[config.mk]
export PLATFORM = sky130hd
export DESIGN_NAME = pre_if_stage
export DESIGN_NICKNAME = d
export VERILOG_FILES = /design/src/rtl/pre_if_stage_pkg.sv /design/src/rtl/pfs_cancel_ctr.sv /design/src/rtl/pre_if_stage.sv
export SDC_FILE = /design/constraint.sdc
export NUM_CORES = 1
export LEC_CHECK = 0
export CAP_MARGIN = 20
export CORE_MARGIN = 3
export CORE_UTILIZATION = 25
export DETAILED_ROUTE_END_ITERATION = 10
export GPL_ROUTABILITY_DRIVEN = 0
export SLEW_MARGIN = 5
export SYNTH_ARGS = -nofsm -noshare
export SYNTH_HDL_FRONTEND = slang
export SYNTH_SLANG_ARGS = --single-unit
[constraint.sdc]
create_clock -name clk -period 2.7 [get_ports clk]
set_clock_uncertainty 0.15 [all_clocks]
set_input_delay 0.27 -clock clk [delete_from_list [all_inputs] [get_ports clk]]
set_output_delay 0.27 -clock clk [all_outputs]
set_load 0.01 [all_outputs]
[src/rtl/pre_if_stage_pkg.sv]
// Shared types and constants for the pre-fetch stage.
package pre_if_stage_pkg;

    localparam int          PFS_TO_FS_BUS_WD = 104;
    localparam int          BR_BUS_WD        = 34;
    localparam logic [4:0]  EXCODE_ADEL      = 5'h04;
    localparam logic [4:0]  EXCODE_TLBL      = 5'h02;
    localparam logic [31:0] RESET_PC_DEF     = 32'hbfc00000;

    typedef enum logic [1:0] {
        PFS_REQ  = 2'd0,
        PFS_WAIT = 2'd1,
        PFS_DONE = 2'd2
    } pfs_state_e;

    // Field order matches the packed bus, MSB first.
    typedef struct packed {
        logic        tlb_refill;
        logic        inst_ok;
        logic [31:0] inst;
        logic [4:0]  excode;
        logic [31:0] badvaddr;
        logic        ex;
        logic [31:0] pc;
    } pfs_to_fs_bus_t;

endpackage

[src/rtl/pfs_cancel_ctr.sv]
// Saturating count of inst_sram responses still owed to cancelled requests.
module pfs_cancel_ctr
    import pre_if_stage_pkg::*;
#(
    parameter int W = 2
) (
    input  logic       clk,
    input  logic       reset,
    input  logic [1:0] inc_n,
    input  logic       dec,
    output logic       zero
);

    logic [W-1:0] cnt_q, cnt_d;
    logic [W+1:0] sum;
    logic         dec_eff;

    // Net the increment against a decrement and clamp at all-ones.
    always_comb begin
        dec_eff = dec && (cnt_q != '0);
        sum     = {2'b00, cnt_q} + {{W{1'b0}}, inc_n} - {{(W+1){1'b0}}, dec_eff};
        cnt_d   = sum[W-1:0];
        if (sum > {2'b00, {W{1'b1}}}) begin
            cnt_d = '1;
        end
    end

    // Count register, cleared by the synchronous reset.
    always_ff @(posedge clk) begin
        if (reset) begin
            cnt_q <= '0;
        end else begin
            cnt_q <= cnt_d;
        end
    end

    assign zero = (cnt_q == '0);

endmodule

[src/rtl/pre_if_stage.sv]
// Pre-fetch stage: owns the PC, issues inst_sram requests and feeds the IF stage.
//
// state     | meaning
// PFS_REQ   | request for pfs_pc being offered (held back while pfs_pc faults)
// PFS_WAIT  | address accepted, response pending
// PFS_DONE  | response captured in inst_buf, ready for handoff
module pre_if_stage
    import pre_if_stage_pkg::*;
#(
    parameter logic [31:0] RESET_PC = RESET_PC_DEF,
    parameter int          CANCEL_W = 2
) (
    input  logic                        clk,
    input  logic                        reset,
    input  logic                        fs_allowin,
    output logic                        pfs_to_fs_valid,
    output logic [PFS_TO_FS_BUS_WD-1:0] pfs_to_fs_bus,
    input  logic                        fs_valid_i,
    input  logic                        fs_inst_unable,
    input  logic                        fs_inst_waiting,
    input  logic [BR_BUS_WD-1:0]        br_bus,
    input  logic                        do_flush,
    input  logic [31:0]                 flush_pc,
    input  logic                        itlb_refill,
    input  logic                        itlb_invalid,
    output logic                        inst_sram_req,
    output logic [31:0]                 inst_sram_addr,
    input  logic                        inst_sram_addr_ok,
    input  logic                        inst_sram_data_ok,
    input  logic [31:0]                 inst_sram_rdata
);

    pfs_state_e     state_q, state_d;
    logic [31:0]    pfs_pc_q, pfs_pc_d;
    logic           tlb_refill_q, tlb_refill_d;
    logic           tlb_invalid_q, tlb_invalid_d;
    logic           br_pend_q, br_pend_d;
    logic [31:0]    br_target_q, br_target_d;
    logic [31:0]    inst_buf_q, inst_buf_d;

    logic           br_stall, br_taken;
    logic [31:0]    br_target;
    logic           adel, tlb_ex, pfs_ex, acc, ready_go;
    logic           br_go, wrong_path, pend_set, cancel, handoff;
    logic           cnt_zero, fs_owns, drop, fs_take, pfs_take;
    logic           inc_pfs, inc_fs;
    logic [1:0]     inc_n;
    logic [31:0]    seq_pc;
    pfs_to_fs_bus_t bus_s;

    assign {br_stall, br_taken, br_target} = br_bus;

    // Request/handoff qualifiers and response ownership for this cycle.
    always_comb begin
        adel       = (pfs_pc_q[1:0] != 2'b00);
        tlb_ex     = tlb_refill_q | tlb_invalid_q;
        pfs_ex     = adel | tlb_ex;
        inst_sram_req  = !reset && (state_q == PFS_REQ) && !pfs_ex;
        inst_sram_addr = pfs_pc_q;
        acc        = inst_sram_req && inst_sram_addr_ok;
        ready_go   = (state_q != PFS_REQ) || acc || pfs_ex;
        pfs_to_fs_valid = !reset && ready_go && !do_flush;

        br_go      = br_taken && !br_stall;
        wrong_path = br_go && fs_valid_i && !do_flush;
        pend_set   = br_go && !fs_valid_i && !do_flush;
        cancel     = do_flush || wrong_path;
        handoff    = pfs_to_fs_valid && fs_allowin && !wrong_path;

        fs_owns    = fs_inst_waiting && !fs_inst_unable;
        drop       = inst_sram_data_ok && !cnt_zero;
        fs_take    = inst_sram_data_ok && cnt_zero && fs_owns;
        pfs_take   = inst_sram_data_ok && cnt_zero && !fs_owns && (state_q == PFS_WAIT);

        // A response consumed this very cycle is no longer owed, so it is not counted.
        inc_pfs    = cancel && (((state_q == PFS_WAIT) && !pfs_take) || acc);
        inc_fs     = do_flush && fs_inst_waiting && !fs_take;
        inc_n      = {1'b0, inc_pfs} + {1'b0, inc_fs};

        // A branch resolving in the handoff cycle redirects that same handoff.
        if (br_pend_q) begin
            seq_pc = br_target_q;
        end else if (pend_set) begin
            seq_pc = br_target;
        end else begin
            seq_pc = pfs_pc_q + 32'd4;
        end
    end

    // Next-state: flush beats wrong-path cancel beats handoff beats local progress.
    // The itlb lookup is for the PC being loaded, so its result is latched with it.
    always_comb begin
        state_d       = state_q;
        pfs_pc_d      = pfs_pc_q;
        tlb_refill_d  = tlb_refill_q;
        tlb_invalid_d = tlb_invalid_q;
        br_pend_d     = br_pend_q;
        br_target_d   = br_target_q;
        inst_buf_d    = inst_buf_q;
        if (cancel || handoff) begin
            pfs_pc_d      = do_flush ? flush_pc : (wrong_path ? br_target : seq_pc);
            state_d       = PFS_REQ;
            tlb_refill_d  = itlb_refill;
            tlb_invalid_d = itlb_invalid;
            br_pend_d     = 1'b0;
            inst_buf_d    = 32'd0;
        end else begin
            if (pend_set) begin
                br_pend_d   = 1'b1;
                br_target_d = br_target;
            end
            if (acc) begin
                state_d = PFS_WAIT;
            end
            if (pfs_take) begin
                state_d    = PFS_DONE;
                inst_buf_d = inst_sram_rdata;
            end
        end
    end

    // State registers with synchronous reset.
    always_ff @(posedge clk) begin
        if (reset) begin
            state_q       <= PFS_REQ;
            pfs_pc_q      <= RESET_PC;
            tlb_refill_q  <= 1'b0;
            tlb_invalid_q <= 1'b0;
            br_pend_q     <= 1'b0;
            br_target_q   <= 32'd0;
            inst_buf_q    <= 32'd0;
        end else begin
            state_q       <= state_d;
            pfs_pc_q      <= pfs_pc_d;
            tlb_refill_q  <= tlb_refill_d;
            tlb_invalid_q <= tlb_invalid_d;
            br_pend_q     <= br_pend_d;
            br_target_q   <= br_target_d;
            inst_buf_q    <= inst_buf_d;
        end
    end

    pfs_cancel_ctr #(.W(CANCEL_W)) u_cancel_ctr (
        .clk   (clk),
        .reset (reset),
        .inc_n (inc_n),
        .dec   (drop),
        .zero  (cnt_zero)
    );

    // Bus assembly; a response arriving in the handoff cycle rides along directly.
    always_comb begin
        bus_s.tlb_refill = !adel && tlb_refill_q;
        bus_s.inst_ok    = (state_q == PFS_DONE) || pfs_take;
        bus_s.inst       = (state_q == PFS_DONE) ? inst_buf_q :
                           (pfs_take ? inst_sram_rdata : 32'd0);
        bus_s.excode     = adel ? EXCODE_ADEL : (tlb_ex ? EXCODE_TLBL : 5'd0);
        bus_s.badvaddr   = pfs_ex ? pfs_pc_q : 32'd0;
        bus_s.ex         = pfs_ex;
        bus_s.pc         = pfs_pc_q;
    end

    assign pfs_to_fs_bus = bus_s;

endmodule

==> summary.md, run 1 <==
* **maximum clock rate** 377 MHz
* **site row count** 56
* **total grt overflow** 0
* **antenna-violating nets left** 0
* **detailed-placement wirelength estimate** 18700 µm
* **slowest stage cell, crit path** fa_2
* **top cell type's share of synthesized area** 34.0%
* **Clock Sinks** 103
* **most used flip-flop cell after synthesis** dfxtp_1
* **core area** 23700 µm²
* **effective utilization at floorplan** 25.6%
* **final worst-path cycle share** 98.1%
* **Final Max Slew Viols** 0
* **worst-path cell chain** nor4_4 > nand2b_4 > nor2_4 > and2_4 > o21ai_4 > fa_2 > ha_4 > inv_2 > ha_4 > xor2_1 > a21oi_2 > a21oi_2
* **routed wirelength normalized by instance count** 18.1 µm
* **Die Ht** 162 µm
* **synthesis-to-finish area growth** 55.7%
* **TritonCTS clock tree** done
* **dominant cells by area after synthesis** dfxtp_1, nand2_1, a21oi_1
* **total I/O pin count** 247
* **Root Buffer Master** clkbuf_16
* **clock latency at the later pin of the worst-skew pair** 360 ps
* **Lkg Pwr** 0.00379 µW
* **initial antenna violation count** 2
* **final worst setup slack** 50.8 ps
* **setup repair after global routing missed its margin** yes
* **Critical Path Start Type** flip-flop
* **leading area contributor after synthesis** dfxtp_1
* **hold-fix buffers at CTS** 0
* **met2 Resource Use GR** 30.4%
* **utilization after layout** 39.9%
* **sequential-to-total area share from yosys stat** 34.0%
* **Vias/cell** 4.96
* **global-route total usage across every layer** 18.6%
* **buffer depth of the longest clock path** 2
* **Critical Path RT** 2780 ps
* **share of synthesized flip-flops with an asynchronous set or reset** 0%
* **Final TNS setup** 0 ps
* **critical-path maximum fanout** 3
* **number of enable flip-flop cells after synthesis** 0
* **ratio of total power to cell area** 482 nW/µm²
* **smallest hold slack** 302 ps
* **result of the run** finished clean
* **drt first pass iters** 5
* **total via count in the routed design** 6973
* **post-synthesis cell count** 843
* **buffers added on ports** 243
* **number of register bits inferred by synthesis** 103
* **critical path arrival** 2730 ps
* **met3 global-route usage** 3.26%
* **die outline area** 26200 µm²
* **share of cells above drive strength 1** 11.7%
* **count of cell types in the netlist** 65
* **number of maximum-capacitance constraint violations** 0
* **clock period minus worst slack** 2650 ps
* **peak per-stage delay on the critical path** 420 ps
* **largest net degree at the start of global routing** 40
* **Max transition margin** 29.2%
* **post-layout net count** 1197
* **horizontal extent of the die** 162 µm
* **endpoint kind of the worst setup timing path** flip-flop
* **transition time at the pin with the least slew margin** 1060 ps
* **GR peak layer** met2
* **Detailed Route Iter0 Violations** 715
* **hold violation total from the final report** 0
* **post-place setup slack** -191 ps
* **peak supply drop** 0.315 mV
* **wire length of the first global-routing pass** 38100 µm
* **vias in the first global route** 6519
* **drc violations** 0
* **Crit Path Category** reg2reg
* **Setup-failing EPs final** 0
* **worst hold path class** reg2reg
* **cell area after synthesis** 6060 µm²
* **fill cell total of the finished layout** 2479
* **Synth Area per Inst** 7.19 µm²
* **number of CTS-inserted buffers** 9
* **htree depth** 3
* **total of warnings raised by yosys** 0
* **clock slew at the register clock pins of the worst setup and hold paths** 80 ps
* **met1 track utilization from global routing** 24.7%
* **wirelength, routed** 25500 µm
registers in the layout, summed over array words and instances, names as in the netlist:
name,flops
br_pend_q,1
br_target_q,32
inst_buf_q,32
inst_sram_addr,32
state_q,2
tlb_invalid_q,1
tlb_refill_q,1
u_cancel_ctr.cnt_q,2
routing by layer:
metal | vias up | routed length (µm) | share of wire [%]
met5 | - | 13 | 0.051
met4 | 2 | 728 | 2.9
met3 | 45 | 1950 | 7.6
met2 | 313 | 11800 | 46
met1 | 3231 | 11100 | 43
li1 | 3382 | - | -
worst paths after layout:
path,startpoint,to,slack [ps],depth (start not counted)
worst max-delay path,inst_sram_addr[1]$_SDFFE_PP0P_,u_cancel_ctr.cnt_q[1]$_SDFF_PP0_,50,12
worst max register to register,inst_sram_addr[1]$_SDFFE_PP0P_,u_cancel_ctr.cnt_q[1]$_SDFF_PP0_,50,12
worst min-delay path,br_target_q[0]$_SDFFE_PP0P_,br_target_q[0]$_SDFFE_PP0P_,300,2
worst min register to register,br_target_q[0]$_SDFFE_PP0P_,br_target_q[0]$_SDFFE_PP0P_,300,2
synth_stat cells, types with 3 or more instances:
library cell	number
buf_1	5
or3_1	7
nand3_1	21
nor3_1	16
and2_1	30
o22ai_1	8
ha_1	5
and3_1	18
buf_4	38
nor4_1	6
a2111oi_0	3
clkbuf_1	38
o211ai_1	8
a31oi_1	5
a22o_1	16
a221oi_1	7
or2_2	3
a311oi_1	3
a221o_1	6
buf_2	13
o21ai_0	38
nand4_1	5
xnor2_1	12
a21oi_1	89
dfxtp_1	103
a2bb2oi_1	3
o21a_1	3
o221ai_1	6
nor2_1	47
inv_1	13
a211oi_1	10
xor2_1	5
nand2_1	209
critical path, delay by kind of cell (launching register included):
| family | cells | cell delay [ps] |
|---|---|---|
| AOI/OAI and AO/OA | 3 | 300 |
| xor gates and xnor gates | 1 | 140 |
| buffers and inverters | 1 | 40 |
| and+or+nand+nor | 4 | 710 |
| adders and majority gates | 3 | 840 |
| DFF | 1 | 350 |
cells in the final DEF (no fill, tap or decap), types with 5 or more instances in the layout:
master / instances
inv_1: 10
dlygate4sd2_1: 32
nand2_1: 209
clkdlybuf4s50_1: 209
xor2_1: 5
dfxtp_1: 101
a221o_1: 6
and3_1: 18
o211ai_1: 8
nor3_1: 16
a221oi_1: 7
buf_4: 72
nor2_1: 46
a31oi_1: 5
o221ai_1: 6
xnor2_1: 12
clkbuf_16: 11
nor4_1: 6
o21ai_0: 37
or3_1: 7
nand3_1: 20
a211oi_1: 10
nand4_1: 5
a22o_1: 16
and2_1: 29
a21oi_1: 85
o22ai_1: 8
cell type report:
cell class | instances | area [µm²] | area share (%)
inverter | 16 | 60.1 | 0.636
antenna | 1 | 2.50 | 0.0265
sequential | 103 | 2070 | 21.9
clock inverter | 6 | 114 | 1.21
clock buffer | 10 | 250 | 2.65
tap | 319 | 399 | 4.23
timing repair buffer | 320 | 3030 | 32.1
multi-input combinational | 632 | 3520 | 37.3
report_power, final:
group | leakage [µW] | internal (µW) | switching, µW | total (µW)
clock | 0.000176 | 969 | 638 | 1610
combinational | 0.00278 | 686 | 575 | 1260
sequential | 0.000840 | 1590 | 91.3 | 1680
total | 0.00379 | 3240 | 1300 | 4550
through the flow:
step           instance area [µm²]  power [µW]  instances
2_1_floorplan                 6120        2250        845
3_3_place_gp                  9010        2900       1384
3_5_place_dp                  9010        2910       1384
4_1_cts                       9340        4530       1401
5_1_grt                       9440        4730       1407
6_report                      9440        4550       1407
cells by family after synthesis:
logic type                 share of synthesized area (%)
buffers and inverters                               9.43
and+or+nand+nor                                     29.0
adders and majority gates                           1.36
DFF                                                 34.0
other                                             0.0618
AOI/OAI and AO/OA                                   23.7
xor gates and xnor gates                            2.46
timing repair:
action | in CTS | in global routing
setup buffers | 1 | 4
cloned | 0 | 1
resized for setup | 35 | 10
pin swaps | 2 | 6
setup endpoints to repair | 39 | 16
Note: power is estimated with default switching activity, not from simulation.
==> inputs of run 2 (changes only) <==
--- a/config.mk
+++ b/config.mk
@@ -8,6 +8,7 @@
 export CAP_MARGIN = 20
 export CORE_MARGIN = 3
 export CORE_UTILIZATION = 25
+export CTS_BUF_LIST = sky130_fd_sc_hd__clkbuf_8
 export DETAILED_ROUTE_END_ITERATION = 10
 export GPL_ROUTABILITY_DRIVEN = 0
 export SLEW_MARGIN = 5
==> run 2 against run 1 <==
Compared with the run above: hold slack worse by 11 ps; final cell count fell by 0.14%; power is 6.7% lower; global-route usage about the same; combinational power about the same; via count decreased by 1.1%; first-iteration DRC count fell by 5.5%; worst setup slack worse by 15 ps; register-to-register slack is essentially flat; utilization decreased by 0.54 points; largest power group unchanged; highest routed layer unchanged.
==> summary.md, run 2 (synthesis results as in run 1) <==
* **htree depth** 3
* **Max transition margin** 28.8%
* **setup repair after global routing missed its margin** yes
* **synthesis-to-finish area growth** 53.6%
* **endpoint kind of the worst setup timing path** flip-flop
* **Crit Path Category** reg2reg
* **site row count** 56
* **smallest hold slack** 291 ps
* **Vias/cell** 4.91
* **Final Instance Area** 9310 µm²
* **worst hold path class** in2reg
* **hold violation total from the final report** 0
* **clock period minus worst slack** 2660 ps
* **initial antenna violation count** 2
* **peak supply drop** 0.309 mV
* **detailed-placement wirelength estimate** 18700 µm
* **hold-fix buffers at CTS** 0
* **worst-path cell chain** nor4_4 > nand2b_4 > nor2_4 > and2_4 > o21ai_4 > fa_2 > ha_4 > inv_2 > ha_4 > xor2_1 > a21oi_2 > a21oi_2
* **share of cells above drive strength 1** 11.3%
* **Clock Sinks** 103
* **final worst-path cycle share** 98.7%
* **cell area after placement** 9010 µm²
* **critical-path maximum fanout** 3
* **drt first pass iters** 5
* **Final Max Slew Viols** 0
* **peak per-stage delay on the critical path** 420 ps
* **gate family responsible for the most delay along the worst path** adder cells
* **most common cell after layout, fill and taps aside** nand2_1
* **routed wirelength normalized by instance count** 17.9 µm
* **vias in the first global route** 6502
* **antenna-violating nets left** 0
* **clock latency at the later pin of the worst-skew pair** 390 ps
* **number of CTS-inserted buffers** 9
* **power consumption** 4240 µW
* **number of buffers and inverters on the critical path** 1
* **TritonCTS clock tree** done
* **critical path arrival** 2780 ps
* **core area** 23700 µm²
* **ratio of total power to cell area** 456 nW/µm²
* **Lkg Pwr** 0.00377 µW
* **most frequent cells in the layout** nand2_1, clkdlybuf4s50_1, dfxtp_1
* **result of the run** finished clean
* **total via count in the routed design** 6898
* **post-layout net count** 1195
* **Detailed Route Iter0 Violations** 676
* **total I/O pin count** 247
* **wirelength, routed** 25200 µm
* **slowest stage cell, crit path** fa_2
* **effective utilization at floorplan** 25.6%
* **Critical Path Start Type** flip-flop
* **maximum clock rate** 375 MHz
* **global-route total usage across every layer** 18.5%
* **largest net degree at the start of global routing** 40
* **Die Ht** 162 µm
* **Root Buffer Master** clkbuf_8
* **drc violations** 0
* **Critical Path RT** 2820 ps
* **buffers added on ports** 243
* **transition time at the pin with the least slew margin** 1070 ps
* **number of maximum-capacitance constraint violations** 0
* **buffer depth of the longest clock path** 2
* **horizontal extent of the die** 162 µm
* **Setup-failing EPs final** 0
* **clock slew at the register clock pins of the worst setup and hold paths** 110 ps
* **wire length of the first global-routing pass** 38100 µm
* **die outline area** 26200 µm²
* **total grt overflow** 0
==> run 2: cell count changes in the layout (fill, tap and decap cells not counted), sizes merged <==
cell           before  now
clkdlybuf4s50     209  206
clkbuf             11    9
dlymetal6s2s        1    3
buf                77   76
bufinv              3    4
dlygate4sd2        32   33
==> run 2: layer usage <==
metal	GRT usage, %	share of wire (%)	vias to the layer above
li1	-	-	3375
met1	24.6	44	3205
met2	30.3	46	275
met3	3.44	7.0	41
met4	6.40	2.9	2
met5	0	0.052	-
==> run 2: power by group <==
part | internal (µW) | total (µW) | switching, µW
sequential | 1590 | 1680 | 91.7
combinational | 684 | 1260 | 574
clock | 714 | 1300 | 590
total | 2990 | 4240 | 1260
==> run 2: path summary, 6_finish.rpt <==
check,start,to,slack (ps),depth (start not counted)
max,inst_sram_addr[1]$_SDFFE_PP0P_,u_cancel_ctr.cnt_q[0]$_SDFF_PP0_,40,12
min,itlb_refill,tlb_refill_q$_SDFFE_PP0P_,290,3
max reg2reg,inst_sram_addr[1]$_SDFFE_PP0P_,u_cancel_ctr.cnt_q[0]$_SDFF_PP0_,40,12
min reg2reg,br_target_q[0]$_SDFFE_PP0P_,br_target_q[0]$_SDFFE_PP0P_,310,2
==> run 2: tightest hold or removal path, delay by kind of cell <==
kind / cells / cell delay [ps]
AOI/OAI and AO/OA: 1 / 60
buffers and inverters: 1 / 390
and+or+nand+nor: 1 / 50
==> run 2: what timing repair did <==
action                     CTS  global route
hold endpoints to repair     0             0
buffers inserted             1             3
gates resized for setup     37             9
pin swaps                    2             6
setup endpoints to repair   63             6
==> run 2: final cells by class <==
type	instances	area [µm²]
Fill cell	2490	14400
Multi-Input combinational cell	632	3520
Timing Repair Buffer	318	3000
Sequential cell	103	2070
Tap cell	319	399
Clock inverter	7	144
Clock buffer	9	124
Inverter	16	60.1
Antenna cell	1	2.50
==> run 2: stage by stage <==
| stage | instances | setup slack, ps | TNS, ps | utilization (%) |
|---|---|---|---|---|
| 2_1_floorplan | 845 | 13.0 | 0 | - |
| 3_5_place_dp | 1384 | -191 | -2790 | 38.0 |
| 3_3_place_gp | 1384 | -137 | -2100 | 38.0 |
| 6_report | 1405 | 36.3 | 0 | 39.3 |
| 5_1_grt | 1405 | -64.5 | -140 | 39.3 |
| 4_1_cts | 1401 | 10.7 | 0 | 39.1 |
